$ cat src/rtl/fix_loc_pkg.sv
// Shared types and reset constants for the FIX field locator table.
// Build option: define FIELD_LEN_EN to add the rd_len_o port on field_loc_table.
package fix_loc_pkg;

    localparam int LOC_IDX_W = 5;

    typedef enum logic [1:0] {
        IDLE = 2'd0,
        OPEN = 2'd1,
        FULL = 2'd2
    } loc_state_t;

    // Default entry layout; the top re-derives it at its own IDX_WIDTH.
    typedef struct packed {
        logic [LOC_IDX_W-1:0] start_idx;
        logic [LOC_IDX_W-1:0] end_idx;
    } loc_entry_t;

    localparam loc_state_t LOC_STATE_RST = IDLE;
    localparam logic       LOC_FLAG_RST  = 1'b0;

endpackage

$ cat src/rtl/loc_slot_ram.sv
// Slot array for field_loc_table: one write, one registered read, per-slot valid bits.
// A read of the slot being written in the same cycle returns the old contents.
module loc_slot_ram
    import fix_loc_pkg::*;
#(
    parameter int  DEPTH   = 16,
    parameter type entry_t = loc_entry_t,
    localparam int SLOT_W  = $clog2(DEPTH)
) (
    input  logic              clk,
    input  logic              rst,
    input  logic              clear,
    input  logic              we,
    input  logic [SLOT_W-1:0] wr_slot,
    input  entry_t            wr_data,
    input  logic              rd_req,
    input  logic [SLOT_W-1:0] rd_slot,
    output logic              rd_valid,
    output logic              rd_hit,
    output entry_t            rd_data
);

    entry_t           mem [DEPTH];
    logic [DEPTH-1:0] valid;

    always_ff @(posedge clk or posedge rst) begin
        if (rst) begin
            valid <= '0;
        end else if (clear) begin
            valid <= '0;
        end else if (we) begin
            valid[wr_slot] <= 1'b1;
        end
    end

    // Payload needs no reset; the valid bits gate every observation of it.
    always_ff @(posedge clk) begin
        if (we) mem[wr_slot] <= wr_data;
    end

    always_ff @(posedge clk or posedge rst) begin
        if (rst) begin
            rd_valid <= 1'b0;
            rd_hit   <= 1'b0;
            rd_data  <= '0;
        end else begin
            rd_valid <= rd_req;
            rd_hit   <= rd_req & valid[rd_slot];
            if (rd_req) rd_data <= valid[rd_slot] ? mem[rd_slot] : '0;
        end
    end

endmodule

$ cat src/rtl/field_loc_table.sv
// Per-message (start, end) field locator: open/close capture, validation, slot lookup.
// Build option: FIELD_LEN_EN adds rd_len_o = end - start + 1 on hits.
module field_loc_table
    import fix_loc_pkg::*;
#(
    parameter int  IDX_WIDTH = 5,
    parameter int  DEPTH     = 16,
    localparam int SLOT_W    = $clog2(DEPTH)
) (
    input  logic                 clk,
    input  logic                 rst,
    input  logic                 clear_i,
    input  logic                 open_i,
    input  logic [IDX_WIDTH-1:0] start_i,
    input  logic                 close_i,
    input  logic [IDX_WIDTH-1:0] end_i,
    input  logic                 rd_req_i,
    input  logic [SLOT_W-1:0]    rd_slot_i,
    output logic                 rd_valid_o,
    output logic                 rd_hit_o,
    output logic [IDX_WIDTH-1:0] rd_start_o,
    output logic [IDX_WIDTH-1:0] rd_end_o,
`ifdef FIELD_LEN_EN
    output logic [IDX_WIDTH:0]   rd_len_o,
`endif
    output logic [SLOT_W:0]      field_count_o,
    output logic                 busy_o,
    output logic                 overflow_o,
    output logic                 err_o
);

    typedef struct packed {
        logic [IDX_WIDTH-1:0] start_idx;
        logic [IDX_WIDTH-1:0] end_idx;
    } entry_t;

    localparam logic [SLOT_W:0] LAST_SLOT = (SLOT_W+1)'(DEPTH - 1);

    loc_state_t           state, nxt_state;
    logic [IDX_WIDTH-1:0] pend, nxt_pend;
    entry_t               cm, rd_data;
    logic                 do_commit, bad, we, set_err, set_ovf;

    always_comb begin
        nxt_state = state;
        nxt_pend  = pend;
        do_commit = 1'b0;
        cm        = '0;
        set_err   = 1'b0;
        set_ovf   = 1'b0;
        case (state)
            IDLE: begin
                if (open_i && close_i) begin
                    do_commit = 1'b1;
                    cm        = '{start_idx: start_i, end_idx: end_i};
                end else if (open_i) begin
                    nxt_pend  = start_i;
                    nxt_state = OPEN;
                end else if (close_i) begin
                    set_err = 1'b1;
                end
            end
            OPEN: begin
                if (close_i) begin
                    do_commit = 1'b1;
                    cm        = '{start_idx: pend, end_idx: end_i};
                    if (open_i) nxt_pend  = start_i;
                    else        nxt_state = IDLE;
                end else if (open_i) begin
                    nxt_pend = start_i;
                    set_err  = 1'b1;
                end
            end
            FULL: begin
                if (open_i) set_ovf = 1'b1;
            end
            default: nxt_state = IDLE;
        endcase
        bad = do_commit && (cm.end_idx < cm.start_idx);
        we  = do_commit && !bad;
        if (bad) set_err = 1'b1;
        // The last free slot being filled wins over a same-cycle reopen.
        if (we && field_count_o == LAST_SLOT) nxt_state = FULL;
    end

    always_ff @(posedge clk or posedge rst) begin
        if (rst) begin
            state         <= LOC_STATE_RST;
            pend          <= '0;
            field_count_o <= '0;
            busy_o        <= LOC_FLAG_RST;
            overflow_o    <= LOC_FLAG_RST;
            err_o         <= LOC_FLAG_RST;
        end else if (clear_i) begin
            state         <= LOC_STATE_RST;
            pend          <= '0;
            field_count_o <= '0;
            busy_o        <= LOC_FLAG_RST;
            overflow_o    <= LOC_FLAG_RST;
            err_o         <= LOC_FLAG_RST;
        end else begin
            state      <= nxt_state;
            pend       <= nxt_pend;
            busy_o     <= (nxt_state == OPEN);
            overflow_o <= overflow_o | set_ovf;
            err_o      <= err_o | set_err;
            if (we) field_count_o <= field_count_o + 1'b1;
        end
    end

    loc_slot_ram #(
        .DEPTH   (DEPTH),
        .entry_t (entry_t)
    ) u_ram (
        .clk      (clk),
        .rst      (rst),
        .clear    (clear_i),
        .we       (we && !clear_i),
        .wr_slot  (field_count_o[SLOT_W-1:0]),
        .wr_data  (cm),
        .rd_req   (rd_req_i),
        .rd_slot  (rd_slot_i),
        .rd_valid (rd_valid_o),
        .rd_hit   (rd_hit_o),
        .rd_data  (rd_data)
    );

    assign rd_start_o = rd_data.start_idx;
    assign rd_end_o   = rd_data.end_idx;

`ifdef FIELD_LEN_EN
    // Derived from the registered read word, so it changes on the same edge.
    assign rd_len_o = rd_hit_o
        ? ({1'b0, rd_data.end_idx} - {1'b0, rd_data.start_idx} + (IDX_WIDTH+1)'(1))
        : '0;
`endif

endmodule

$ cat config.mk
export PLATFORM = sky130hd
export DESIGN_NAME = field_loc_table
export DESIGN_NICKNAME = d
export VERILOG_FILES = /design/src/rtl/fix_loc_pkg.sv /design/src/rtl/loc_slot_ram.sv /design/src/rtl/field_loc_table.sv
export SDC_FILE = /design/constraint.sdc
export NUM_CORES = 1
export LEC_CHECK = 0
export CORE_MARGIN = 2
export CORE_UTILIZATION = 48
export CTS_CLUSTER_SIZE = 14
export DETAILED_ROUTE_END_ITERATION = 8
export PLACE_DENSITY = 0.69
export RECOVER_POWER = 50
export SKIP_LAST_GASP = 1
export SLEW_MARGIN = 30
export SYNTH_ARGS = -nofsm -noshare
export SYNTH_HDL_FRONTEND = slang
export SYNTH_HIERARCHICAL = 1
export SYNTH_SLANG_ARGS = --single-unit
$ cat constraint.sdc
create_clock -name clk -period 10.3 [get_ports clk]
set_input_delay 3.09 -clock clk [delete_from_list [all_inputs] [get_ports clk]]
set_output_delay 3.09 -clock clk [all_outputs]
set_load 0.02 [all_outputs]
==> results of run 1 <==
[power by group through the flow]
stage               registers, µW  logic [µW]  clock network, µW
global route                  903         123                776
finish                        902         112                728
global placement              919         112                  0
floorplan                     923        70.1                  0
detailed placement            919         115                  0
CTS                           902         116                742
[state kept, by name, indices dropped and copies added (netlist names)]
signal	count
err_o	1
state	2
u_ram/valid	16
u_ram/mem	160
u_ram/rd_hit	1
busy_o	1
u_ram/rd_valid	1
pend	5
overflow_o	1
field_count_o	5
u_ram/rd_data	10
[routing by layer]
| layer | up-vias | GRT usage [%] | wire [µm] |
|---|---|---|---|
| met1 | 2167 | 26.4 | 6550 |
| li1 | 1916 | - | - |
| met2 | 148 | 31.2 | 8180 |
| met5 | - | 0 | 0 |
| met4 | 0 | 5.32 | 299 |
| met3 | 20 | 3.30 | 1360 |
[layout make-up]
| type | instances | area (µm²) |
|---|---|---|
| clock buffer | 29 | 576 |
| inverter | 10 | 37.5 |
| tap | 220 | 275 |
| clock inverter | 8 | 86.3 |
| fill | 1234 | 7240 |
| sequential | 203 | 5880 |
| multi-input combinational | 235 | 2140 |
| timing repair buffer | 43 | 399 |
[worst max-delay path: stages]
cell	delay [ns]
dlygate4sd3_1	0.63
nand2b_1	0.22
nor2_1	0.31
and2_0	0.70
ha_1	0.27
and3_1	0.20
nor3b_1	0.20
a32o_1	0.51
nor2b_1	0.36
nor3b_1	0.42
nand2_1	0.10
nor2_1	0.73
[final timing paths]
kind	from	endpoint	slack, ns	depth (start not counted)
worst min register to register	u_ram/valid[0]	u_ram/valid[0]	0.50	2
worst max register to register	state[1]	u_ram/mem[2][2]	5.34	11
worst min-delay path	u_ram/valid[0]	u_ram/valid[0]	0.50	2
min in group asynchronous	rst	field_count_o[0]	3.13	2
max in group asynchronous	rst	u_ram/valid[10]	6.23	2
worst max-delay path	close_i	u_ram/mem[2][2]	2.65	12
[cells by family (layout without fill, tap and decap cells)]
kind of cell / Yosys count / after routing / share of synthesized area (%)
flops: 203 / 203 / 71.9
mux: 52 / 52 / 12.8
simple gates: 124 / 124 / 6.85
fa+ha+maj: 6 / 6 / 0.918
compound gates: 52 / 52 / 5.22
xor+xnor: 1 / 1 / 0.107
buf+inv: 33 / 90 / 2.20
[cell usage in the layout, fill, tap and decap left out, drive strengths merged, types with 2 or more instances in the layout]
| cell type | count |
|---|---|
| nor2b | 7 |
| a22o | 10 |
| edfxtp | 160 |
| nor2 | 64 |
| bufinv | 2 |
| ha | 6 |
| mux2i | 8 |
| nand4 | 2 |
| a211oi | 3 |
| clkdlybuf4s50 | 16 |
| nand2b | 3 |
| and2 | 8 |
| mux4 | 42 |
| dlygate4sd3 | 21 |
| nand3b | 4 |
| buf | 3 |
| mux2 | 2 |
| and3 | 3 |
| a21oi | 4 |
| dfrtp | 43 |
| nand2 | 24 |
| a2111oi | 3 |
| clkinv | 6 |
| a21o | 5 |
| clkbuf | 32 |
| a22oi | 21 |
| nor3b | 3 |
| inv | 10 |
| nand3 | 3 |
[through the flow]
step | utilization [%] | std cells | instance area, µm²
2_1_floorplan | - | 471 | 8180
3_3_place_gp | 52.4 | 711 | 8720
3_5_place_dp | 52.6 | 711 | 8750
4_1_cts | 56.5 | 748 | 9410
5_1_grt | 56.5 | 748 | 9400
6_report | 56.5 | 748 | 9400
==> impl_results.md, run 1 <==
- Routed length per instance: 21.9 µm
- Synth area leaders: edfxtp_1 (59%), dfrtp_1 (13%), mux4_2 (12%), nor2_1 (2.9%), a22oi_1 (1.9%)
- Pre-CTS setup slack: 2.54 ns
- CTS tree: yes
- P_leak: about 0.0033 µW
- Htree depth: 1
- Internal power: 1380 µW
- Root Buffer Master: clkbuf_16
- Status: finished with violations
- GP Congestion: 0.801
- Sequential power share: 51.8%
- Hold slack: 0.496 ns
- Vias: 4,251
- Worst EP arrival: 7.76 ns
- Register area share after synthesis: around 72%
- Avg Cell Area, Syn: between 15 and 20 µm²
- Layout area overhead: 14.9%
- Worst setup SP type: input port
- Yosys cell types: 41
- Fin. max-slew vios: between 80 and 90
- Top cells by count, synth: edfxtp_1 (160), nor2_1 (64), dfrtp_1 (43)
- Slew @ Worst Pin: 3.85 ns
- Maximum VDD drop: 0.108 mV
- Final hold vios: 0
- Vias per cell: 5.68
- # DRC: 0
- Final Cycle Share: 74.3%
- Failing checks: max-capacitance violations, max-slew violations
- Largest net degree at the start of global routing: 48
- CTS max path bufs: 3
- HPWL reported at the end of detailed placement: a little over 10 mm
- Switching power total: about 360 µW
- Pwr dens: around 190 nW/µm²
- RSZ-0062 raised after global routing: no
- GRT Util Overall: 18.9%
- Buffers on Ports: 39
- Post-Route WL: 16.4 mm
- Most frequent cell after synthesis: edfxtp_1
- HP Class: register to register
- Row count: 47
- Clk sinks: between 200 and 250
- Final nets: between 500 and 600
- Post-CTS sizing: 0
- Total core area: 16,600 µm²
- Final setup fails: 0
- Setup slack after layout: 2.65 ns
- Initial drt markers: 320
- Critical path fanouts, max: 17
- Clock skew: 0.0100 ns
- Syn Inst Count: 471
- Num CTS Buffers: 21
- MaxCap Viol Count: 2
- DIE HEIGHT: 135 µm
- Slew Limit Headroom: -157%
- Post-synth EDFFs: 160
- Vias in the first global route: 4,447
- Worst path required time: around 10 ns
- I/O Pins: 40
- F_max: 131 MHz
- Clock group share of total power: 41.8%
- Total grt overflow: 0
- First-pass GRT wire length: 25.6 mm
- Net Sw Frac: 20.8%
- Critical path capture point type: register
- Tmin final: 7.65 ns
- Async SR Flop Fraction: 21.2%
- Reg clk slew, reported paths: around 0.060 ns
- Antenna Cells: 0
- Die ar.: 18,100 µm²
- Initial Utilization: approximately half
- #FFs+latches synth: approximately 200
- Worst skew pair latency: 0.48 ns
- First-pass DRT Iterations: 4
- Synth area leader: edfxtp_1
- Synth Flop Type: edfxtp_1
- Synth top area share: 58.7%
- Total power: between 1500 and 2000 µW
- Synthesized Nets: 497
- Yosys Warn Count: 6
- Post-CTS Setup Bufs: 0
- Post-DRT Antenna Nets: 0
- Logic pwr share: 6.4%
- Layout cells sized above 1: 16.9%
- Post-Syn Area: about 8200 µm²
- Die width: 135 µm
- Type of the worst setup path: input port to register
- Setup TNS: 0 ns
- Hold buffers post-CTS: 0
- Initial antenna violation count: 0
Note: power is estimated with default switching activity, not from simulation.
==> run 2, diff against run 1 <==
- PLACE_DENSITY: 0.69 -> 0.71
- clock period: 10.3 -> 6.9 ns (I/O delays scaled with it)
==> run 2 against run 1 <==
Against the previous run:
- the flow still finishes with violations (max-capacitance violations, max-slew violations)
- critical endpoint is now u_ram/mem[3][1]
- cell area is 1.0% higher
- count of clock-buffer cells in the layout is 2 higher
- die area stayed put
- clock skew is 0.013 ns higher
- first-iteration DRC count is 18% higher
- core utilization is 0.59 points higher
==> impl_results.md, run 2 (synthesis results as in run 1) <==
- Fin. max-slew vios: 63
- Total core area: 16,600 µm²
- F_max: 164 MHz
- Biggest register: u_ram/mem
- Post-CTS sizing: 0
- HP Class: register to register
- Die ar.: about 18,000 µm²
- Commonest non-fill, non-tap cell in the layout: edfxtp_1
- Worst r2r dst: u_ram/mem[3][1]
- Worst setup SP type: input port
- Final setup fails: 0
- Critical path capture point type: register
- HP Start: u_ram/valid[6]
- Num CTS Buffers: 21
- Initial drt markers: 377
- Root Buffer Master: clkbuf_16
- Die width: 135 µm
- Final Cycle Share: 88.6%
- Final hold vios: 0
- Status: finished with violations
- Post-Layout Inst Area: 9500 µm²
- Pwr dens: 271 nW/µm²
- Htree depth: 1
- Failing checks: max-capacitance violations, max-slew violations
- P_leak: 0.00343 µW
- Initial Utilization: about 50%
- Top Registers: u_ram/mem (160), u_ram/valid (16), u_ram/rd_data (10)
- Hold endpoint: u_ram/valid[6]
- Layout area overhead: 16.1%
- Post-DRT Antenna Nets: 0
- Vias in the first global route: between 4k and 5k
- Final nets: 557
- Slew @ Worst Pin: 1.70 ns
- Layout cells sized above 1: 17.4%
- Buffers on Ports: 39
- Post-CTS Setup Bufs: 0
- Post-Route WL: 17.1 mm
- Vias per cell: between 5 and 6
- Clock skew: around 0.023 ns
- Clk sinks: 203
- I/O Pins: 40
- Reg2Reg Depth: 9
- DIE HEIGHT: around 130 µm
- Type of the worst setup path: input port to register
- Critical R2R Launch: state[1]
- # DRC: 0
- Hold path depth: 2
- GP Congestion: 0.933
- Total grt overflow: 0
- Tmin final: 6.11 ns
- Largest net degree at the start of global routing: 34
- Most frequent cells in the layout: edfxtp_1 (160), nor2_1 (64), dfrtp_1 (43)
- First-pass DRT Iterations: 4
- First-pass GRT wire length: 26.8 mm
- Maximum VDD drop: ~0.19 mV
- Max FFs per register: 160
- Vias: 4,353
- CTS tree: yes
- CTS max path bufs: 3
- MaxCap Viol Count: 2
- Reg clk slew, reported paths: 0.06 ns
- Worst skew pair latency: around 0.5 ns
- Initial antenna violation count: 0
- GRT Util Overall: 20.1%
- Hold buffers post-CTS: 0
- Row count: 47
- R2R Setup Slk: 2.47 ns
- Slew Limit Headroom: -13.1%
- Setup TNS: 0 ns
- Routed length per instance: 22.4 µm
- Antenna Cells: 0
- HPWL reported at the end of detailed placement: 10.9 mm
- RSZ-0062 raised after global routing: no
- Dpl cell area: 8850 µm²
- Critical path fanouts, max: 17
- Worst EP arrival: 6.23 ns
- Worst path required time: 7.02 ns
[run 2: cell types whose count changed in the layout (fill, tap and decap cells not counted), sizes merged]
cell | before | now
clkbuf | 32 | 35
inv | 10 | 11
buf | 3 | 19
bufinv | 2 | 1
clkinv | 6 | 4
clkinvlp | 0 | 1
[run 2: power by group]
| part | internal, µW | switching [µW] | total [µW] |
|---|---|---|---|
| registers | 1340 | 10.6 | 1350 |
| logic | 69.2 | 100 | 170 |
| clock network | 633 | 425 | 1060 |
| total | 2040 | 536 | 2570 |
[run 2: metrics by stage]
step,instances,hold slack (ns),worst slack (ns),utilization (%),total power (µW)
floorplan,471,0.458,1.70,-,1480
global placement,728,0.471,0.792,53.2,1540
detailed placement,728,0.484,0.569,53.2,1550
CTS,766,0.503,1.08,57.1,2610
global route,766,0.519,0.428,57.1,2660
finish,766,0.503,0.786,57.1,2570
[run 2: final cells by class]
class | count | area, µm²
Inverter | 10 | 37.5
Tap cell | 220 | 275
Clock buffer | 31 | 593
Sequential cell | 203 | 5880
Clock inverter | 7 | 63.8
Timing Repair Buffer | 60 | 526
Fill cell | 1233 | 7150
Multi-Input combinational cell | 235 | 2120
[run 2: worst max path at each step]
stage / from / to / slack [ns] / cells past startpoint
detailed placement: close_i / u_ram/mem[3][6] / 0.57 / 10
finish: close_i / u_ram/mem[3][1] / 0.79 / 10
global route: close_i / u_ram/mem[0][1] / 0.43 / 10
global placement: close_i / u_ram/mem[0][6] / 0.79 / 12
floorplan: close_i / u_ram/mem[2][0] / 1.70 / 13
CTS: close_i / u_ram/mem[3][6] / 1.08 / 10
[run 2: per-layer routing]
layer	track usage, %	wire [µm]
met5	0	0
met4	7.31	551
met3	4.17	1210
met2	31.7	8270
met1	28.0	7120
[run 2: critical path: stages]
cell           delay [ns]
dlygate4sd3_1        0.64
nand2b_1             0.23
nor2_1               0.33
and2_0               0.71
ha_1                 0.27
a221o_1              0.18
a32o_1               0.43
nor2b_1              0.38
nor3b_1              0.39
and3_1               0.58
==> run 3, diff against run 2 <==
- CORE_MARGIN: 2 -> unset
==> run 3 against run 2 <==
Against the previous run:
- the run still ends with max-capacitance violations, max-slew violations left
- hold slack lost 0.0033 ns
- global-route usage up 0.096 points
- maximum frequency grew 0.49%
- cell area rose by 0.47%
- non-clock buffer count did not move
- critical path depth rose by 1
- wire length fell by 1.8%
- critical path type unchanged
- first-iteration DRC count up 2.7%
- largest cell class unchanged
==> impl_results.md, run 3 (synthesis results as in run 1) <==
- GP Congestion: 0.936
- First-pass GRT wire length: roughly 26 mm
- HPWL reported at the end of detailed placement: 10.5 mm
- Post-Route WL: 16.8 mm
- HP Class: register to register
- Pre-CTS setup slack: around 0.63 ns
- Final setup fails: 0
- Commonest non-fill, non-tap cell in the layout: edfxtp_1
- Hold buffers post-CTS: 0
- Status: finished with violations
- Final Cycle Share: 88.2%
- Type of the worst setup path: input port to register
- Layout Utilization: 57.5%
- Fin cells: 768
- Total core area: between 15,000 and 20,000 µm²
- Slew Limit Headroom: -7.88%
- Maximum VDD drop: 0.196 mV
- Post-CTS Setup Bufs: 0
- I/O Pins: 40
- Sequential power share: approximately 51%
- Largest net degree at the start of global routing: 47
- Die width: 133 µm
- Fillcell total: between 1k and 1.5k
- Failing checks: max-capacitance violations, max-slew violations
- Worst EP arrival: 6.22 ns
- Vias in the first global route: 4,617
- Pwr dens: 276 nW/µm²
- Worst skew pair latency: 0.50 ns
- MaxCap Viol Count: 1
- Buffers on Ports: 39
- Total power: 2630 µW
- Critical path fanouts, max: 17
- Vias per cell: 5.84
- Die ar.: ~18,000 µm²
- Setup TNS: 0 ns
- Initial antenna violation count: 0
- Worst setup SP type: input port
- Net Sw Frac: between 20% and 30%
- Initial Utilization: 49.3%
- Logic pwr share: 6.4%
- Tmin final: 6.08 ns
- Clock skew: 0.0118 ns
- CTS tree: yes
- Worst path required time: 7.03 ns
- Post-DRT Antenna Nets: 0
- Critical path capture point type: register
- Fin. max-slew vios: 34
- Biggest register: u_ram/mem
- Final nets: between 500 and 600
- Internal power: 2070 µW
- First-pass DRT Iterations: 5
- Post-CTS sizing: 0
- Switching power total: ~560 µW
- Layout area overhead: 16.6%
- Num CTS Buffers: 22
- Max FFs per register: 160
- Final hold vios: 0
- Setup slack after layout: 0.816 ns
- Vias: 4,483
- # DRC: 0
- Antenna Cells: 0
- DIE HEIGHT: between 100 and 150 µm
- Reg clk slew, reported paths: roughly 0.060 ns
- Routed length per instance: 21.9 µm
- Slew @ Worst Pin: 1.62 ns
- CTS max path bufs: 3
- Most frequent cells in the layout: edfxtp_1 (160), nor2_1 (64), dfrtp_1 (43)
- P_leak: 0.00345 µW
- Placed cells: 728
- Root Buffer Master: clkbuf_16
- Clock group share of total power: 42.5%
- Top Registers: u_ram/mem (160), u_ram/valid (16), u_ram/rd_data (10)
- Initial drt markers: 387
- Row count: 47
- GRT Util Overall: 20.2%
- Layout cells sized above 1: 18.1%
- RSZ-0062 raised after global routing: no
- Total grt overflow: 0
- Clk sinks: 203
- Htree depth: 1
- F_max: 164 MHz
run 3: power groups by stage:
stage	Combinational [µW]	Sequential, µW	Clock [µW]
6_report	169	1350	1120
5_1_grt	183	1350	1190
4_1_cts	175	1350	1140
3_5_place_dp	174	1370	0
3_3_place_gp	169	1370	0
2_1_floorplan	105	1380	0
run 3: cell type report:
type                    count  area [µm²]  share of cell area (%)
well taps                 220         275                    2.89
clock inverters             6        41.3                   0.433
inverters                  10        37.5                   0.393
flip-flops and latches    203        5880                    61.6
clock buffers              34         667                    6.99
multi-input cells         235        2120                    22.2
repair buffers             60         519                    5.44
run 3: through the flow:
stage	cell area [µm²]	hold slack (ns)
global placement	8850	0.471
global route	9540	0.519
CTS	9560	0.501
floorplan	8180	0.458
finish	9540	0.500
detailed placement	8850	0.487
run 3: path summary, 6_finish.rpt:
kind | slack (ns) | endpoint | start | depth (start not counted)
min | 0.50 | u_ram/valid[0] | u_ram/valid[0] | 2
min in group asynchronous | 2.11 | state[1] | rst | 2
max | 0.82 | u_ram/mem[3][2] | close_i | 11
min reg2reg | 0.50 | u_ram/valid[0] | u_ram/valid[0] | 2
max in group asynchronous | 3.83 | u_ram/rd_data[2] | rst | 2
max reg2reg | 2.46 | u_ram/mem[3][2] | state[1] | 10
run 3: critical path, cell delays in order:
cell,delay (ns)
dlygate4sd3_1,0.64
nand2b_1,0.22
nor2_1,0.32
and2_0,0.17
clkbuf_1,0.52
ha_1,0.27
a221o_1,0.18
a32o_1,0.46
nor2b_1,0.35
nor3b_1,0.45
and3_1,0.57
run 3: routing by layer:
layer  up-vias  global-route usage [%]  wire (µm)
met1      2307                    28.6       7330
met3        40                    3.41       1090
li1       1955                       -          -
met2       181                    31.5       7810
met5         -                       0          0
met4         0                    7.92        595
